## config.mk

```make
export PLATFORM = sky130hd
export DESIGN_NAME = dma_addr_sequencer
export DESIGN_NICKNAME = d
export VERILOG_FILES = /design/src/rtl/dma_addr_sequencer.sv
export SDC_FILE = /design/constraint.sdc
export NUM_CORES = 2
export LEC_CHECK = 0
export CORE_MARGIN = 2
export CORE_UTILIZATION = 35
export CTS_CLUSTER_DIAMETER = 60
export DETAILED_ROUTE_END_ITERATION = 10
export SYNTH_ARGS = -nofsm -noshare
export SYNTH_HDL_FRONTEND = slang
export SYNTH_SLANG_ARGS = --single-unit
export TNS_END_PERCENT = 5
```

## constraint.sdc

```tcl
create_clock -name clk -period 10.8 [get_ports clk]
set_input_delay 3.24 -clock clk [delete_from_list [all_inputs] [get_ports clk]]
set_output_delay 3.24 -clock clk [all_outputs]
set_load 0.005 [all_outputs]
```

## src/rtl/dma_addr_sequencer.sv

```systemverilog
`timescale 1ns/1ps
// Turns one tile-transfer request into a sequence of DMA descriptors (byte address, byte length).
// Only one descriptor is outstanding at a time; later addresses come from a running add of the stride.
module dma_addr_sequencer #(
    parameter int ADDR_W      = 32,
    parameter int LEN_W       = 16,
    parameter int PLANE_W     = 20,
    parameter int CH_W        = 10,
    parameter int OPSUM_BYTES = 2,
    parameter int BIAS_BYTES  = 2
) (
    input  logic               clk,
    input  logic               rst,
    input  logic               start_i,
    input  logic [1:0]         layer_type_i,
    input  logic [1:0]         data_type_i,
    input  logic [ADDR_W-1:0]  base_addr_i,
    input  logic [PLANE_W-1:0] plane_size_i,
    input  logic [PLANE_W-1:0] tile_n_i,
    input  logic [PLANE_W-1:0] tile_idx_i,
    input  logic [CH_W-1:0]    ch_base_i,
    input  logic [CH_W-1:0]    ch_cnt_i,
    input  logic [CH_W-1:0]    in_D_i,
    input  logic [CH_W-1:0]    d_base_i,
    input  logic [CH_W-1:0]    tile_D_i,
    output logic               desc_valid_o,
    input  logic               desc_ready_i,
    output logic [ADDR_W-1:0]  desc_addr_o,
    output logic [LEN_W-1:0]   desc_len_o,
    input  logic               dma_done_i,
    output logic               busy_o,
    output logic               done_o,
    output logic               error_o,
    output logic [CH_W-1:0]    desc_idx_o,
    output logic [2:0]         dbg_state_o
);

    typedef enum logic [2:0] {
        S_IDLE  = 3'd0,
        S_CALC  = 3'd1,
        S_ISSUE = 3'd2,
        S_WAIT  = 3'd3,
        S_DONE  = 3'd4,
        S_ERR   = 3'd5
    } state_t;

    localparam int PW2 = 2 * PLANE_W;
    localparam logic [1:0] DT_IFMAP = 2'd1;
    localparam logic [1:0] DT_BIAS  = 2'd2;
    localparam logic [1:0] DT_OPSUM = 2'd3;
    localparam logic [1:0] LT_DW    = 2'd1;

    state_t             state;
    logic [1:0]         r_layer, r_dtype;
    logic [ADDR_W-1:0]  r_base, stride;
    logic [PLANE_W-1:0] r_plane, r_tile_n, r_tile_idx;
    logic [CH_W-1:0]    r_ch_base, r_ch_cnt, r_in_d, r_d_base, r_tile_d, n_desc;

    logic [PW2-1:0]     off_w;
    logic [PLANE_W-1:0] remain, elems;
    logic [ADDR_W-1:0]  e_sz, len_w, c_addr, c_stride;
    logic [LEN_W-1:0]   c_len;
    logic [CH_W-1:0]    c_n;
    logic               c_err;

    assign dbg_state_o = state;

    // Offset product is kept double width so an out-of-range tile cannot wrap back into the plane.
    always_comb begin
        off_w    = PW2'(r_tile_idx) * PW2'(r_tile_n);
        remain   = r_plane - off_w[PLANE_W-1:0];
        elems    = (r_tile_n < remain) ? r_tile_n : remain;
        e_sz     = (r_dtype == DT_OPSUM) ? ADDR_W'(OPSUM_BYTES) : ADDR_W'(1);
        c_err    = 1'b0;
        c_addr   = r_base;
        c_stride = '0;
        len_w    = '0;
        c_n      = r_ch_cnt;
        case (r_dtype)
            DT_IFMAP, DT_OPSUM: begin
                c_err    = (off_w >= PW2'(r_plane));
                c_addr   = r_base + (ADDR_W'(r_ch_base) * ADDR_W'(r_plane) + ADDR_W'(off_w)) * e_sz;
                c_stride = ADDR_W'(r_plane) * e_sz;
                len_w    = ADDR_W'(elems) * e_sz;
            end
            DT_BIAS: begin
                c_addr = r_base + ADDR_W'(r_ch_base) * ADDR_W'(BIAS_BYTES);
                len_w  = ADDR_W'(r_ch_cnt) * ADDR_W'(BIAS_BYTES);
                c_n    = CH_W'(1);
            end
            default: begin
                if (r_layer == LT_DW) begin
                    c_addr = r_base + ADDR_W'(r_ch_base) * ADDR_W'(9);
                    len_w  = ADDR_W'(r_ch_cnt) * ADDR_W'(9);
                    c_n    = CH_W'(1);
                end else begin
                    c_addr   = r_base + ADDR_W'(r_ch_base) * ADDR_W'(r_in_d) + ADDR_W'(r_d_base);
                    c_stride = ADDR_W'(r_in_d);
                    len_w    = ADDR_W'(r_tile_d);
                end
            end
        endcase
        c_len = LEN_W'(len_w);
    end

    // Handshake: desc_valid_o stays high with addr/len/idx frozen until a cycle where desc_ready_i
    // is also high; that cycle transfers the descriptor. dma_done_i counts only while in WAIT.
    always_ff @(posedge clk) begin
        if (rst) begin
            state        <= S_IDLE;
            desc_valid_o <= 1'b0;
            desc_addr_o  <= '0;
            desc_len_o   <= '0;
            desc_idx_o   <= '0;
            busy_o       <= 1'b0;
            done_o       <= 1'b0;
            error_o      <= 1'b0;
            stride       <= '0;
            n_desc       <= '0;
            r_layer      <= '0;
            r_dtype      <= '0;
            r_base       <= '0;
            r_plane      <= '0;
            r_tile_n     <= '0;
            r_tile_idx   <= '0;
            r_ch_base    <= '0;
            r_ch_cnt     <= '0;
            r_in_d       <= '0;
            r_d_base     <= '0;
            r_tile_d     <= '0;
        end else begin
            case (state)
                S_IDLE: begin
                    if (start_i) begin
                        r_layer    <= layer_type_i;
                        r_dtype    <= data_type_i;
                        r_base     <= base_addr_i;
                        r_plane    <= plane_size_i;
                        r_tile_n   <= tile_n_i;
                        r_tile_idx <= tile_idx_i;
                        r_ch_base  <= ch_base_i;
                        r_ch_cnt   <= ch_cnt_i;
                        r_in_d     <= in_D_i;
                        r_d_base   <= d_base_i;
                        r_tile_d   <= tile_D_i;
                        desc_idx_o <= '0;
                        busy_o     <= 1'b1;
                        state      <= S_CALC;
                    end
                end
                S_CALC: begin
                    if (c_err) begin
                        error_o <= 1'b1;
                        state   <= S_ERR;
                    end else if (c_n == '0) begin
                        done_o <= 1'b1;
                        state  <= S_DONE;
                    end else begin
                        desc_addr_o  <= c_addr;
                        desc_len_o   <= c_len;
                        stride       <= c_stride;
                        n_desc       <= c_n;
                        desc_valid_o <= 1'b1;
                        state        <= S_ISSUE;
                    end
                end
                S_ISSUE: begin
                    if (desc_ready_i) begin
                        desc_valid_o <= 1'b0;
                        state        <= S_WAIT;
                    end
                end
                S_WAIT: begin
                    if (dma_done_i) begin
                        if (desc_idx_o == n_desc - CH_W'(1)) begin
                            done_o <= 1'b1;
                            state  <= S_DONE;
                        end else begin
                            desc_idx_o   <= desc_idx_o + CH_W'(1);
                            desc_addr_o  <= desc_addr_o + stride;
                            desc_valid_o <= 1'b1;
                            state        <= S_ISSUE;
                        end
                    end
                end
                S_DONE: begin
                    done_o <= 1'b0;
                    busy_o <= 1'b0;
                    state  <= S_IDLE;
                end
                S_ERR: begin
                    error_o <= 1'b0;
                    busy_o  <= 1'b0;
                    state   <= S_IDLE;
                end
                default: begin
                    busy_o <= 1'b0;
                    state  <= S_IDLE;
                end
            endcase
        end
    end

endmodule

```

# [Word-level counts from Yosys, hierarchy flattened]
# Cells that the tools add are included.
[op_classes] add_sub_neg=10 multipliers=8 magnitude_cmp=2 n_eq_ne=19 muxes=42 bitwise=3 n_reduce_logical=18
[op_table] operator="$mux 32" count=5
[op_table] operator="$pmux 32 s2" count=2
[op_table] operator="$add 32x32->32" count=2
[op_table] operator="$mux 10" count=5
[op_table] operator="$pmux 22 s2" count=1
[op_table] operator="$ge 40x20->1" count=1
[op_table] operator="$mul 20x20->40" count=1
[op_table] operator="$pmux 10 s2" count=2
[op_table] operator="$add 30x32->32" count=1
[op_table] operator="$add 32x10->32" count=1
[op_table] operator="$add 32x11->32" count=1
[op_table] operator="$add 32x14->32" count=1
[op_table] operator="$add 32x20->32" count=1
[op_table] operator="$mul 32x2->32" count=1
[op_table] operator="$pmux 16 s2" count=1
[op_table] operator="$mul 10x20->30" count=1
[op_table] operator="$mul 10x4->14 const B" count=2
[op_table] operator="$mul 20x2->22" count=1
[op_table] operator="$lt 20x20->1" count=1
[op_table] operator="$mul 10x10->20" count=1
[op_table] operator="$mul 20x2->16" count=1
[op_table] operator="$mux 20" count=1
[op_table] operator="$sub 20x20->20" count=1
[op_table] operator="$mux 3" count=6
[op_table] operator="27 further kinds" count=61
[word_totals] reg_bits=253 word_cells=123

# [Depth between registers and ports, before layout]
[depth] ltp_word=8 mapped_depth=52

# [Least setup slack after synthesis]
# No wires, ideal clock.
[synth_timing] kind="flip-flop to flip-flop" from="reg r_tile_n[2]" to="reg desc_addr_o[26]" setup_time_ns=0.115 arrival_ns=11.233 t_required_ns=10.685 path_slack_ns=-0.548 stages_incl_launch_ff=48 path_buffers=2 period_less_slack_ns=11.348 cell_sequence="dfxtp_1 -> clkbuf_1 -> nand2_1 -> fa_1 -> inv_1 -> fa_1 -> inv_1 -> fa_1 -> inv_1 -> fa_1 -> inv_1 -> fa_1 -> inv_1 -> fa_1 -> fa_1 -> ha_1 -> clkbuf_1 -> o211ai_1 -> [12 not listed] -> o21ai_0 -> nor2b_1 -> xnor2_1 -> nand2_1 -> nand2_1 -> ha_1 -> ha_1 -> nand4_1 -> nor4_1 -> and4b_1 -> o31ai_1 -> a21oi_1 -> and2_1 -> o21ai_0 -> nand3b_1 -> o211ai_1 -> nand2_1 -> a2111oi_0"
[synth_via] elab_chain_cells=8
[synth_rtl] element="start: declaration" line="56" source="logic [PLANE_W-1:0] r_plane, r_tile_n, r_tile_idx;"
[synth_rtl] element="start signal: assignment" line="139" source="r_tile_n <= tile_n_i;"
[synth_rtl] element="$mul 20x20->40 (*)" line="70" source="off_w = PW2'(r_tile_idx) * PW2'(r_tile_n);"
[synth_rtl] element="$add 30x32->32" line="82" source="c_addr = r_base + (ADDR_W'(r_ch_base) * ADDR_W'(r_plane) + ADDR_W'(off_w)) * e_sz;"
[synth_rtl] element="$mul 32x2->32" line="82"
[synth_rtl] element="$add 32x32->32" line="82"
[synth_rtl] element="$pmux 32 s2" line="79" source="case (r_dtype)"
[synth_rtl] element="$mux 32" line="155" source="end else if (c_n == '0) begin"
[synth_rtl] element="$mux 32" line="152" source="if (c_err) begin"
[synth_rtl] element="$pmux 32 s2" line="132" source="case (state)"
[synth_rtl] element="end signal: assignment" line="159" source="desc_addr_o <= c_addr;"
[synth_rtl] element="end signal: assignment" line="180" source="desc_addr_o <= desc_addr_o + stride;"
[synth_rtl] element="end: declaration" line="28" source="output logic [ADDR_W-1:0] desc_addr_o,"
# Every way passes the cells marked *; elsewhere a longest branch is shown, timed or not. The select of a mux whose other input is x is not followed.
# A chain may end at the register's enable or synchronous reset.

# [Worst setup path in the final report]
[layout_timing] from="reg r_tile_idx[10]" to="reg desc_addr_o[31]"
[layout_via] elab_chain_cells=8
[layout_rtl] element="start: declaration" line="56"
[layout_rtl] element="start signal: assignment" line="140" source="r_tile_idx <= tile_idx_i;"
[layout_rtl] element="$mul 20x20->40 (*)" line="70"
[layout_rtl] element="$add 30x32->32" line="82"
[layout_rtl] element="$mul 32x2->32" line="82"
[layout_rtl] element="$add 32x32->32" line="82"
[layout_rtl] element="$pmux 32 s2" line="79"
[layout_rtl] element="$mux 32" line="155"
[layout_rtl] element="$mux 32" line="152"
[layout_rtl] element="$pmux 32 s2" line="132"
# Marks and branches as above.

==> out/metrics.cfg <==
[status]
outcome=finished, violations left
violations=negative setup slack

[power_and_ir_drop]
ir_drop_v=0.000108
cellPowerDensity_mw_per_mm2=169
p_leak_nw=24.5

[worst_setup_path]
crit_fanout=12
required_ns=11.31
r2r_end=desc_addr_o[31]
ff2ff_path_depth=49
cpMostUsedCell=fa_1
critPathArrivalTime_ns=11.63
timing.rr.start=r_tile_idx[10]
crit_slowest_cell=fa_1
path_class=register to register
start_kind=register
slowest_delay_ns=0.56
rrSetupSlack_ns=-0.32
end_kind=register

[yosys]
synth_edf_count=0
synth_ff_type=dfxtp_1
synth_area_sq_mm=0.0437
async_flop_share_pct=0
ys_ff_latch=243
yosys_warnings=0
ys_seq_area_share_pct=11.1
synth_fp_nets=6684
ys_types=81
synthCells=5463
avgSynthCellArea_sq_um=8.00

[routing]
wl_per_cell_um=19.7
drc=0
vias=39300
vias_per_cell=5.22
drt_first_pass_iters=9
ant_nets=0
drt-total-wl_mm=148
drtIter0Drc=3081

[timing]
slew_headroom_pct=8.98
finalWorstSetupSlack_ns=-0.318
max_freq_mhz=89.9
rsz0062_at_grt=true
tightest_slew_ns=1.35
setup_viol=9
hold_ws_ns=0.460
fin_worst_skew_ns=0.0359
finalHoldViolations=0
min_period_ns=11.12
drv_slew=0
period_share_pct=103

[grt]
track_usage_pct=23.0
grt_pass1_vias=39000
grt_max_degree=142
grt_first_pass_wirelength_mm=228
antenna_found_initial=4
overflow=0

[floorplan]
ios=216
die-area_sq_mm=0.128
core-area_sq_mm=0.124
initial_core_util_pct=35.3
chipWidth_um=357
die_h_um=357
num_rows=129

[place]
io_buffers=215
pre_cts_slack_ns=-0.842
hpwl_mm=119
globalplace.congestion=1.00

[min_path]
hold_path.class=register to register
hold_depth=2
min_from=r_plane[17]
hold_end=r_plane[17]

[flow_run]
cap_violations=0

[clock_tree]
clk_latency_ns=0.61
cts_hold_buf=0
clkSinkCount=243
cts-root-buf=clkbuf_16
clockBufferDepth=3
path_clk_slew_ns=0.06
cts_tree=done
cts-htree-levels=2
numCtsBuffers=38

[layout]
nets=7081
syn_to_final_growth_pct=21.1
layout-drive-gt1-share_pct=13.3

[synthesized netlist by cell type, drive strengths merged (36+ instances only)]
cell / count / area, sq um
fa: 598 / 12000
nand3: 89 / 445
a211oi: 79 / 593
inv: 763 / 2860
nand4: 44 / 275
xor2: 83 / 727
a21o: 79 / 593
nor3: 48 / 240
a21oi: 369 / 1850
ha: 472 / 5910
nor2: 237 / 890
clkbuf: 306 / 1150
o211ai: 49 / 382
dfxtp: 243 / 4860
o21ai: 164 / 832
and2: 333 / 2080
xnor2: 110 / 963
a31oi: 36 / 225
nand2: 916 / 3440
[final cells by class]
type | instances | area (sq um)
fillers | 12300 | 70900
inverters | 764 | 2870
multi-input cells | 4126 | 36000
flip-flops and latches | 243 | 4900
well taps | 1637 | 2050
clock inverters | 19 | 240
clock buffers | 49 | 1060
repair buffers | 687 | 5810
diodes | 2 | 5.00
[through the flow]
step,utilization (%),power [W],instances,setup TNS [ns],cell area [sq um]
after global routing,42.8,0.00968,7525,-8.73,52900
after floorplan,-,0.00482,5463,0,43800
after detailed placement,40.5,0.00714,7419,-9.06,50100
final,42.8,0.00896,7527,-1.36,52900
after global placement,40.5,0.00708,7419,-8.31,50100
after CTS,42.2,0.00874,7510,-3.39,52200
[cells by family after synthesis]
group | count (synthesis) | synth area share, %
buf+inv | 1094 | 9.46
flops | 243 | 11.1
compound gates | 988 | 14.2
other cells | 1 | 0.00858
simple gates | 1833 | 19.4
mux | 40 | 0.993
fa+ha+maj | 1070 | 40.9
xor+xnor | 194 | 3.92
[registers in the layout, summed over array words and instances, names as in the netlist, 16 cells and up]
register	flops
r_tile_idx	20
r_tile_n	20
desc_addr_o	32
stride	22
desc_len_o	16
r_base	32
r_plane	20
[repair_timing]
action                                  CTS  global route
setup buffers                            25            15
resized for setup                       132           125
pin swaps                               103           132
endpoints found under the setup margin   18            20
cloned                                    0             0
[where the power goes]
part           total (W)  switching, W  leakage [nW]  internal (W)
clock            0.00130      0.000523         0.633      0.000779
sequential       0.00139      0.000324          1.99       0.00106
combinational    0.00628       0.00356          21.9       0.00271
total            0.00896       0.00441          24.5       0.00455
[worst max path at each step]
stage	start	slack (ns)	cells after the start	endpoint
2_1_floorplan	r_tile_n[4]	0.0002	45	desc_addr_o[31]
3_3_place_gp	r_tile_n[2]	-0.74	46	desc_addr_o[31]
3_5_place_dp	r_tile_n[4]	-0.84	48	desc_addr_o[31]
4_1_cts	r_tile_idx[8]	-0.46	49	desc_addr_o[31]
5_1_grt	r_tile_idx[7]	-0.75	48	desc_addr_o[30]
6_report	r_tile_idx[10]	-0.32	49	desc_addr_o[31]
[cells in the final DEF, fill, tap and decap left out, types with 214 or more instances in the layout]
cell type | synthesis | final
a21oi_1 | 369 | 343
inv_1 | 761 | 742
dfxtp_1 | 243 | 229
and2_1 | 332 | 326
buf_4 | 4 | 459
nor2_1 | 237 | 224
ha_1 | 472 | 433
fa_1 | 598 | 592
clkdlybuf4s50_1 | 0 | 214
nand2_1 | 916 | 910
[per-layer routing]
layer / GRT usage (%) / part of all wire (%) / wire length, um / up-vias
li1: - / - / - / 18500
met1: 31.8 / 44 / 65600 / 19300
met2: 36.6 / 45 / 66400 / 1317
met3: 3.50 / 7.4 / 11000 / 215
met4: 7.39 / 3.4 / 5090 / 0
met5: 0 / 0 / 0 / -
[critical path, delay by kind of cell (launching register included)]
family | cells | cell delay, ns
flip-flops | 1 | 0.32
multiplexers | 1 | 0.12
AO/OA/AOI/OAI | 11 | 1.73
adder cells (fa/ha/maj) | 14 | 5.88
buffers and inverters | 12 | 1.28
XOR/XNOR | 3 | 0.52
AND/OR/NAND/NOR | 8 | 1.18
No activity file was read; power rests on OpenSTA's default activity.
